==> config.mk <==
export PLATFORM = sky130hd
export DESIGN_NAME = div_seq
export DESIGN_NICKNAME = d
export VERILOG_FILES = /design/src/rtl/div_seq.sv
export SDC_FILE = /design/constraint.sdc
export NUM_CORES = 1
export LEC_CHECK = 0
export BUFFER_PORTS_ARGS = -buffer_cell sky130_fd_sc_hd__buf_4
export CORE_ASPECT_RATIO = 0.6
export CORE_MARGIN = 10
export CORE_UTILIZATION = 56
export DETAILED_ROUTE_END_ITERATION = 16
export GPL_TIMING_DRIVEN = 0
export PLACE_DENSITY = 0.84
export SLEW_MARGIN = 20
export SYNTH_ARGS = -nofsm -noshare
export SYNTH_HDL_FRONTEND = slang
export SYNTH_SLANG_ARGS = --single-unit
==> constraint.sdc <==
create_clock -name clk -period 2.3 [get_ports clk]
set_input_delay 0.46 -clock clk [delete_from_list [all_inputs] [get_ports clk]]
set_output_delay 0.46 -clock clk [all_outputs]
set_load 0.005 [all_outputs]
==> src/rtl/div_seq.sv <==
// Sequential radix-2 restoring unsigned divider: one quotient bit per cycle, result Nbits+1 cycles after start.
// A zero divisor finishes at once. start is accepted only in IDLE or DONE and is ignored while busy.
module div_seq #(
    parameter int Nbits = 5
) (
    input  logic           clk,
    input  logic           rst_n,
    input  logic           start,
    input  logic [Nbits:0] div_in_a,
    input  logic [Nbits:0] div_in_b,
    output logic           busy,
    output logic           done,
    output logic [Nbits:0] quo_out,
    output logic [Nbits:0] rem_out,
    output logic           dbz
);

    localparam int W  = Nbits + 1;
    localparam int CW = $clog2(W + 1);

    typedef enum logic [1:0] {
        S_IDLE,
        S_CALC,
        S_DONE
    } state_t;

    state_t         state_q, state_d;
    // The dividend register shifts left each step; quotient bits enter at its LSB.
    logic [W-1:0]   dvd_q, dvd_d;
    logic [W-1:0]   dvs_q, dvs_d;
    logic [W-1:0]   prem_q, prem_d;
    logic [CW-1:0]  cnt_q, cnt_d;
    logic [W-1:0]   quo_out_q, quo_out_d;
    logic [W-1:0]   rem_out_q, rem_out_d;
    logic           dbz_q, dbz_d;

    logic [W:0]     shifted;
    logic [W:0]     diff;
    logic           q_bit;
    logic [W-1:0]   prem_next;
    logic [W-1:0]   dvd_next;
    logic           unused_diff_msb;

    // The stored remainder is always below the divisor, so W bits suffice;
    // the shifted/trial values need the extra bit.
    always_comb begin
        shifted   = {prem_q, dvd_q[W-1]};
        diff      = shifted - {1'b0, dvs_q};
        q_bit     = (shifted >= {1'b0, dvs_q});
        prem_next = q_bit ? diff[W-1:0] : shifted[W-1:0];
        dvd_next  = {dvd_q[W-2:0], q_bit};
    end

    assign unused_diff_msb = diff[W];

    always_comb begin
        state_d   = state_q;
        dvd_d     = dvd_q;
        dvs_d     = dvs_q;
        prem_d    = prem_q;
        cnt_d     = cnt_q;
        quo_out_d = quo_out_q;
        rem_out_d = rem_out_q;
        dbz_d     = dbz_q;
        unique case (state_q)
            S_IDLE, S_DONE: begin
                state_d = S_IDLE;
                if (start) begin
                    dvd_d  = div_in_a;
                    dvs_d  = div_in_b;
                    prem_d = '0;
                    cnt_d  = '0;
                    if (div_in_b == '0) begin
                        state_d   = S_DONE;
                        quo_out_d = '1;
                        rem_out_d = div_in_a;
                        dbz_d     = 1'b1;
                    end else begin
                        state_d = S_CALC;
                    end
                end
            end
            S_CALC: begin
                dvd_d  = dvd_next;
                prem_d = prem_next;
                cnt_d  = cnt_q + CW'(1);
                if (cnt_q == CW'(W - 1)) begin
                    state_d   = S_DONE;
                    quo_out_d = dvd_next;
                    rem_out_d = prem_next;
                    dbz_d     = 1'b0;
                end
            end
            default: state_d = S_IDLE;
        endcase
    end

    always_ff @(posedge clk or negedge rst_n) begin
        if (!rst_n) begin
            state_q   <= S_IDLE;
            dvd_q     <= '0;
            dvs_q     <= '0;
            prem_q    <= '0;
            cnt_q     <= '0;
            quo_out_q <= '0;
            rem_out_q <= '0;
            dbz_q     <= 1'b0;
        end else begin
            state_q   <= state_d;
            dvd_q     <= dvd_d;
            dvs_q     <= dvs_d;
            prem_q    <= prem_d;
            cnt_q     <= cnt_d;
            quo_out_q <= quo_out_d;
            rem_out_q <= rem_out_d;
            dbz_q     <= dbz_d;
        end
    end

    assign busy    = (state_q == S_CALC);
    assign done    = (state_q == S_DONE);
    assign quo_out = quo_out_q;
    assign rem_out = rem_out_q;
    assign dbz     = dbz_q;

endmodule

==> impl_metrics.yaml, run 1 <==
clock_tree:
  path_clk_slew_ns: 0.07
  clockRootBuffer: "clkbuf_8"
  clk_latency_ns: 0.29
  cts_buffers: 5
  htree_levels: 2
  cts_tree: "built"
  clk_path_buf_depth: 2
  clock_sinks: 36
  cts_setup_buffers: 0
place:
  gp_congestion: 0.909
  hpwl_mm: 3.48
  dpl_cell_area_um2: 2190
  numPortBuffers: 29
final_layout:
  layout.nets: 255
  syn_to_final_growth_pct: 19.7
  n_antenna_cell: 0
  final_area_um2: 2300
  drive_gt1_share_pct: 23.9
job:
  maxCapViolCount: 0
floorplan:
  die_y_um: 65.3
  boundaryPins: 30
  die_w_um: 95.6
  initial_utilization_pct: 58.8
  rows: 16
  die_area_um2: 6240
  core_um2: 3260
routing:
  drtIter0Drc: 206
  post-route-drc-count: 0
  drt_pass1_iterations: 5
  vias_per_cell: 5.72
  vias: 1573
  ant_nets: 0
  wire_per_inst_um: 16.5
  routed_wl_mm: 4.53
synth:
  synthArstFlopShare_pct: 100
  ys_seq_area_share_pct: 47.0
  syn_area_per_cell_um2: 9.89
  syn_inst: 194
  yosysMostFrequentCell: "dfrtp_1"
  netlist.area_leader.share_pct: 47.0
  ys_warn_count: 0
  syn-cell-area_um2: 1920
  yosys_register_bits: 36
  synth_enable_flop_cells: 0
  synth.distinct_cells: 40
  yosys.area.top_type: "dfrtp_1"
  synth_area_leaders: "dfrtp_1 47%, o21ai_0 6.3%, ha_1 5.9%"
  syn_nets: 219
  synth_top_flop_cell: "dfrtp_1"
  netlist_top_cells_count: "36 x dfrtp_1, 27 x nand2_1, 24 x o21ai_0, 13 x nor2_1"
sta:
  slew_headroom_pct: 52.5
  slew_violations: 0
  fin_setup_tns_ns: 0
  fin_crit_sh_pct: 93.1
  max_clock_freq_ghz: 0.467
  tightest_slew_ns: 0.710
  clock_skew_ns: 0.00592
  finalHoldViolCount: 0
  finalSetupViolCount: 0
  rsz0062_at_grt: "false"
  min_period_ns: 2.14
setup_path:
  end_kind: "output port"
  critPathMaxFanout: 10
  worstPathArrival_ns: 1.68
  worstPathRequired_ns: 1.84
  timing.critical_path.from_type: "flop"
  worst-setup-path-type: "flop to output port"
power_and_ir_drop:
  powerDensity_nw_per_um2: 1680
  peakVddDrop_mv: 0.875
  power_leakage_nw: 1.06
grt:
  gr-total-overflow: 0
  grt_max_degree: 37
  grt_use_total_pct: 14.6
  grt_first_pass_wirelength_mm: 7.22
  first_global_vias: 1506
  antenna_found_initial: 0
worst_hold_path:
  min_path_type: "input port to async pin"
run_status:
  status: "finished, final reports clean"
area by class of cell:
| class | count | area [um^2] |
|---|---|---|
| timing repair buffer | 29 | 218 |
| buffer | 9 | 56.3 |
| sequential | 36 | 901 |
| tap | 45 | 56.3 |
| inverter | 11 | 41.3 |
| clock buffer | 7 | 96.3 |
| multi-input combinational | 138 | 927 |
| fill | 252 | 967 |
metal layers:
metal  part of all wire (%)  GRT usage (%)  routed length, um
met5                      0              0                  0
met4                    1.3           5.13                 57
met3                    8.2           4.99                370
met2                     43           20.5               1930
met1                     48           20.4               2170
worst paths after layout:
| check | start | end | slack (ns) | cells past startpoint |
|---|---|---|---|---|
| min in group clk | div_in_b[5] | dvs_q[5] | 0.38 | 3 |
| max reg2reg | dvs_q[2] | rem_out[0] | 0.21 | 8 |
| min | rst_n | rem_out[3] | 0.10 | 1 |
| max | state_q[1] | busy | 0.16 | 5 |
| min reg2reg | dbz | dbz | 0.48 | 2 |
| max in group asynchronous | rst_n | state_q[0] | 1.88 | 1 |
cells in the final DEF (no fill, tap or decap), drive strengths merged, types with 4 or more instances in the layout:
cell | netlist | routed
a21oi | 8 | 8
buf | 8 | 37
clkbuf | 1 | 8
dfrtp | 36 | 36
ha | 9 | 9
inv | 11 | 11
mux2i | 9 | 9
nand2 | 27 | 27
nand3 | 6 | 6
nor2 | 13 | 13
o2111ai | 4 | 4
o211ai | 5 | 5
o21ai | 25 | 25
o22a | 5 | 5
repair_timing:
item / in CTS / in global routing
gates resized for setup: 0 / 1
hold buffers: 0 / 0
hold endpoints to repair: 0 / 0
setup endpoints to repair: 0 / 2
where the power goes:
group / switching, mW / internal, mW
combinational: 1.22 / 1.02
clock: 0.217 / 0.266
sequential: 0.204 / 0.943
metrics by stage:
stage	util (%)	worst slack [ns]	instances	hold slack, ns	total power, mW
final	70.4	0.158	275	0.102	3.87
after floorplan	-	0.400	194	0.164	2.69
after detailed placement	67.2	0.151	268	0.440	3.35
after global routing	70.4	0.0387	275	0.135	4.19
after CTS	70.1	0.138	275	0.128	3.84
after global placement	67.2	0.171	268	0.437	3.26
cell families (layout without fill, tap and decap cells):
| family | after synthesis | after routing | synth area share [%] |
|---|---|---|---|
| simple gates | 58 | 58 | 13.8 |
| compound gates | 55 | 55 | 19.2 |
| buf+inv | 20 | 56 | 5.09 |
| mux | 12 | 12 | 6.65 |
| flops | 36 | 36 | 47.0 |
| xor+xnor | 3 | 3 | 1.37 |
| fa+ha+maj | 10 | 10 | 6.91 |
registers in the layout (all words and copies together) (netlist names):
register / flops
quo_out: 6
state_q: 2
rem_out: 6
dvs_q: 6
dvd_q: 6
prem_q: 6
cnt_q: 3
dbz: 1
critical path, cell delays in order, from the launching register on:
cell,delay [ns]
dfrtp_1,0.37
nand2b_1,0.13
buf_2,0.17
inv_2,0.17
buf_1,0.37
buf_4,0.19
No activity file was read; power rests on OpenSTA's default activity.
==> run 2, diff against run 1 <==
--- a/config.mk
+++ b/config.mk
@@ -7,7 +7,6 @@
 export LEC_CHECK = 0
 export BUFFER_PORTS_ARGS = -buffer_cell sky130_fd_sc_hd__buf_4
 export CORE_ASPECT_RATIO = 0.6
-export CORE_MARGIN = 10
 export CORE_UTILIZATION = 56
 export DETAILED_ROUTE_END_ITERATION = 16
 export GPL_TIMING_DRIVEN = 0
==> impl_metrics.yaml, run 2 (synthesis gave the netlist of run 1 again) <==
sta:
  fin_setup_tns_ns: 0
  min_period_ns: 2.14
  rsz0062_at_grt: "false"
  slew_headroom_pct: 55.4
  finalHoldViolCount: 0
  clock_skew_ns: 0.00925
  fin_crit_sh_pct: 92.9
  tightest_slew_ns: 0.666
  max_clock_freq_ghz: 0.468
  slew_violations: 0
  finalSetupViolCount: 0
setup_path:
  worst-setup-path-type: "flop to output port"
  crit_chain: "nand2b_1 > buf_2 > inv_2 > buf_1 > buf_4"
  timing.critical_path.from_type: "flop"
  worstPathRequired_ns: 1.84
  critPathMaxStageDelay_ns: 0.37
  critPathMaxFanout: 10
  end_kind: "output port"
  worstPathArrival_ns: 1.68
  cp_slowest_cell: "dfrtp_1"
run_status:
  status: "finished, final reports clean"
clock_tree:
  path_clk_slew_ns: 0.07
  clockRootBuffer: "clkbuf_8"
  clk_latency_ns: 0.29
  cts_buffers: 5
  htree_levels: 2
  clk_path_buf_depth: 2
  cts_setup_buffers: 0
  cts_tree: "built"
  clock_sinks: 36
final_layout:
  syn_to_final_growth_pct: 19.7
  mostFrequentLayoutCell: "dfrtp_1"
  layout.nets: 255
  n_fill_cell: 261
  mostFrequentLayoutCells: "36 x dfrtp_1, 30 x buf_4, 27 x nand2_1"
  regArea_um2: 901
  drive_gt1_share_pct: 23.9
  final_area_um2: 2300
  n_antenna_cell: 0
  multi_input_area_um2: 927
floorplan:
  die_area_um2: 3670
  die_w_um: 77.6
  core_um2: 3260
  rows: 16
  boundaryPins: 30
  initial_utilization_pct: 58.8
  die_y_um: 47.3
grt:
  grt_max_degree: 37
  antenna_found_initial: 0
  grt_use_total_pct: 25.2
  grt_first_pass_wirelength_mm: 6.68
  gr-total-overflow: 0
  first_global_vias: 1374
power_and_ir_drop:
  power_leakage_nw: 1.06
  peakVddDrop_mv: 0.774
  powerDensity_nw_per_um2: 1680
place:
  gp_congestion: 0.856
  dpl_cell_area_um2: 2190
  numPortBuffers: 29
  hpwl_mm: 3.16
routing:
  vias_per_cell: 5.66
  drtIter0Drc: 74
  ant_nets: 0
  vias: 1556
  wire_per_inst_um: 15.3
  post-route-drc-count: 0
  routed_wl_mm: 4.21
  drt_pass1_iterations: 4
worst_hold_path:
  min_path_type: "input port to async pin"
job:
  maxCapViolCount: 0
-- run 2: cell counts in the layout (fill, tap and decap cells not counted) --
Identical to the previous run, type by type.
-- run 2: metal layers --
layer | GRT usage [%] | routed length [um]
met5 | 0 | 0
met4 | 9.06 | 50
met1 | 35.7 | 2110
met2 | 38.4 | 1830
met3 | 6.41 | 214
-- run 2: layout make-up --
cell class,instances,share of cell area [%]
flip-flops and latches,36,39.2
clock buffers,7,4.20
well taps,45,2.45
inverters,11,1.80
plain buffers,9,2.45
multi-input cells,138,40.4
repair buffers,29,9.48
-- run 2: final timing paths --
kind | start | to | cells past startpoint | slack, ns
min in group clk | div_in_b[5] | dvs_q[5] | 3 | 0.39
min | rst_n | rem_out[1] | 1 | 0.11
max | state_q[1] | busy | 5 | 0.16
max reg2reg | prem_q[1] | rem_out[0] | 7 | 0.19
min reg2reg | dbz | dbz | 2 | 0.48
max in group asynchronous | rst_n | cnt_q[1] | 1 | 1.86
-- run 2: through the flow --
step	utilization (%)	instances	worst slack [ns]	hold slack [ns]	total power, mW
after CTS	70.1	275	0.188	0.131	3.82
after global placement	67.2	268	0.204	0.435	3.23
after global routing	70.4	275	0.0536	0.140	4.17
after floorplan	-	194	0.400	0.164	2.69
after detailed placement	67.2	268	0.171	0.437	3.32
final	70.4	275	0.163	0.107	3.85
-- run 2: what timing repair did --
item / CTS / global route
gates resized for setup: 0 / 1
endpoints found under the setup margin: 0 / 1
hold buffers: 0 / 0
-- run 2: where the power goes --
part / leakage (nW) / internal [mW] / switching [mW] / total [mW]
Sequential: 0.427 / 0.943 / 0.210 / 1.15
Clock: 0.0503 / 0.266 / 0.208 / 0.474
Combinational: 0.580 / 1.02 / 1.20 / 2.22
-- run 2: critical path, delay by kind of cell, from the launching register on --
kind	cells	cell delay, ns
buffers and inverters	4	0.90
flip-flops	1	0.37
AND/OR/NAND/NOR	1	0.13
==> run 3, diff against run 2 <==
==> config.mk (replaced) <==
export PLATFORM = sky130hd
export DESIGN_NAME = div_seq
export DESIGN_NICKNAME = d
export VERILOG_FILES = /design/src/rtl/div_seq.sv
export SDC_FILE = /design/constraint.sdc
export NUM_CORES = 1
export LEC_CHECK = 0
export BUFFER_PORTS_ARGS = -buffer_cell sky130_fd_sc_hd__clkbuf_2
export CORE_ASPECT_RATIO = 0.6
export CORE_UTILIZATION = 56
export DETAILED_ROUTE_END_ITERATION = 16
export GPL_TIMING_DRIVEN = 0
export PLACE_DENSITY = 0.84
export SETUP_SLACK_MARGIN = 0.02
export SYNTH_ARGS = -nofsm -noshare
export SYNTH_HDL_FRONTEND = slang
export SYNTH_SLANG_ARGS = --single-unit
==> impl_metrics.yaml, run 3 (synthesis gave the netlist of run 1 again) <==
clock_tree:
  cts_tree: "built"
  clock_sinks: 36
  htree_levels: 2
  clk_latency_ns: 0.29
  clockRootBuffer: "clkbuf_8"
  clk_path_buf_depth: 2
  cts_buffers: 5
  path_clk_slew_ns: 0.07
  cts_setup_buffers: 0
setup_path:
  crit_chain: "ha_1 > nand2_1 > o21ai_0 > a41o_1 > buf_6 > mux2i_1 > a41oi_1"
  end_kind: "flop"
  cp_top_family: "compound AO/OA/AOI/OAI gates"
  critPathMaxFanout: 9
  timing.critical_path.from_type: "flop"
  worst-setup-path-type: "flop to flop"
  worstPathArrival_ns: 2.36
  critPathMaxStageDelay_ns: 0.43
  cp_slowest_cell: "dfrtp_1"
  critical_path_buf_inv_count: 1
  worstPathRequired_ns: 2.46
routing:
  vias: 1566
  routed_wl_mm: 4.21
  drtIter0Drc: 127
  post-route-drc-count: 0
  drt_pass1_iterations: 4
  ant_nets: 0
  vias_per_cell: 5.69
  wire_per_inst_um: 15.3
final_layout:
  layout.nets: 255
  mostFrequentLayoutCell: "dfrtp_1"
  multi_input_area_um2: 927
  final_core_utilization_pct: 68.1
  drive_gt1_share_pct: 23.9
  n_fill_cell: 267
  regArea_um2: 901
  mostFrequentLayoutCells: "36 x dfrtp_1, 29 x clkbuf_2, 27 x nand2_1"
  n_antenna_cell: 0
  syn_to_final_growth_pct: 15.9
power_and_ir_drop:
  peakVddDrop_mv: 0.777
  powerDensity_nw_per_um2: 1700
  intPower_mw: 2.16
  switchingPower_mw: 1.63
  power_frac_clock_pct: 12.9
  power_leakage_nw: 1.04
  pwr-share-comb_pct: 56.7
  p_sw_share_pct: 42.9
  seqPwrFrac_pct: 30.4
sta:
  clock_skew_ns: 0.00570
  holdWs_ns: 0.269
  max_clock_freq_ghz: 0.454
  slew_violations: 0
  rsz0062_at_grt: "true"
  finalHoldViolCount: 0
  min_period_ns: 2.20
  tightest_slew_ns: 0.861
  finalSetupViolCount: 0
  slew_headroom_pct: 42.6
  fin_crit_sh_pct: 95.8
floorplan:
  initial_utilization_pct: 58.8
  die_y_um: 47.3
  core_um2: 3260
  rows: 16
  die_area_um2: 3670
  die_w_um: 77.6
  boundaryPins: 30
place:
  gp_congestion: 0.858
  hpwl_mm: 3.18
  numPortBuffers: 29
run_status:
  status: "finished, final reports clean"
grt:
  gr-total-overflow: 0
  grt_max_degree: 37
  grt_use_total_pct: 25.1
  grt_first_pass_wirelength_mm: 6.60
  antenna_found_initial: 0
  first_global_vias: 1335
job:
  maxCapViolCount: 0
worst_hold_path:
  min_path_type: "input port to async pin"
run 3: cell types whose count changed in the layout (fill, tap and decap cells not counted), sizes merged:
cell	previous run	this run
buf	37	8
clkbuf	8	37
run 3: repair_timing:
| item | in CTS | in global routing |
|---|---|---|
| setup endpoints to repair | 0 | 2 |
| gates resized for setup | 0 | 1 |
| hold buffers | 0 | 0 |
run 3: worst register-to-register path: stages (launching register included):
cell	delay (ns)
dfrtp_1	0.43
ha_1	0.43
nand2_1	0.08
o21ai_0	0.32
a41o_1	0.24
buf_6	0.16
mux2i_1	0.27
a41oi_1	0.14
run 3: layout make-up:
| cell class | instances | area share [%] |
|---|---|---|
| flip-flops and latches | 36 | 40.5 |
| clock buffers | 7 | 4.33 |
| repair buffers | 29 | 6.53 |
| well taps | 45 | 2.53 |
| plain buffers | 9 | 2.53 |
| multi-input cells | 138 | 41.7 |
| inverters | 11 | 1.86 |
run 3: per-layer routing:
layer	part of all wire (%)	wire length, um	GRT usage (%)
met4	0.45	19	7.92
met3	6.2	260	7.18
met2	43	1820	36.1
met1	50	2110	36.8
met5	0	0	0
run 3: final timing paths:
check	startpoint	endpoint	slack (ns)	cells after the start
worst max-delay path	prem_q[1]	rem_out[5]	0.1	7
worst min-delay path	rst_n	prem_q[3]	0.27	1
worst max register to register	prem_q[1]	rem_out[5]	0.1	7
worst min register to register	dbz	dbz	0.48	2
max in group asynchronous	rst_n	cnt_q[1]	1.49	1
min in group clk	div_in_b[3]	dvs_q[3]	0.39	3
run 3: stage by stage:
step | cell area, um^2 | total power [mW] | cells | setup TNS (ns) | setup WS (ns)
after detailed placement | 2120 | 3.27 | 268 | 0 | 0.177
after CTS | 2220 | 3.76 | 275 | 0 | 0.172
after global placement | 2120 | 3.16 | 268 | 0 | 0.220
final | 2220 | 3.79 | 275 | 0 | 0.0958
after global routing | 2220 | 4.12 | 275 | -0.00266 | -0.00264
after floorplan | 1920 | 2.69 | 194 | 0 | 0.400
run 3: power by group through the flow:
stage	logic, mW	registers, mW	clock network [mW]
finish	2.15	1.15	0.487
global route	2.40	1.19	0.532
detailed placement	2.11	1.16	0
floorplan	1.58	1.11	0
global placement	2.02	1.14	0
CTS	2.12	1.15	0.495
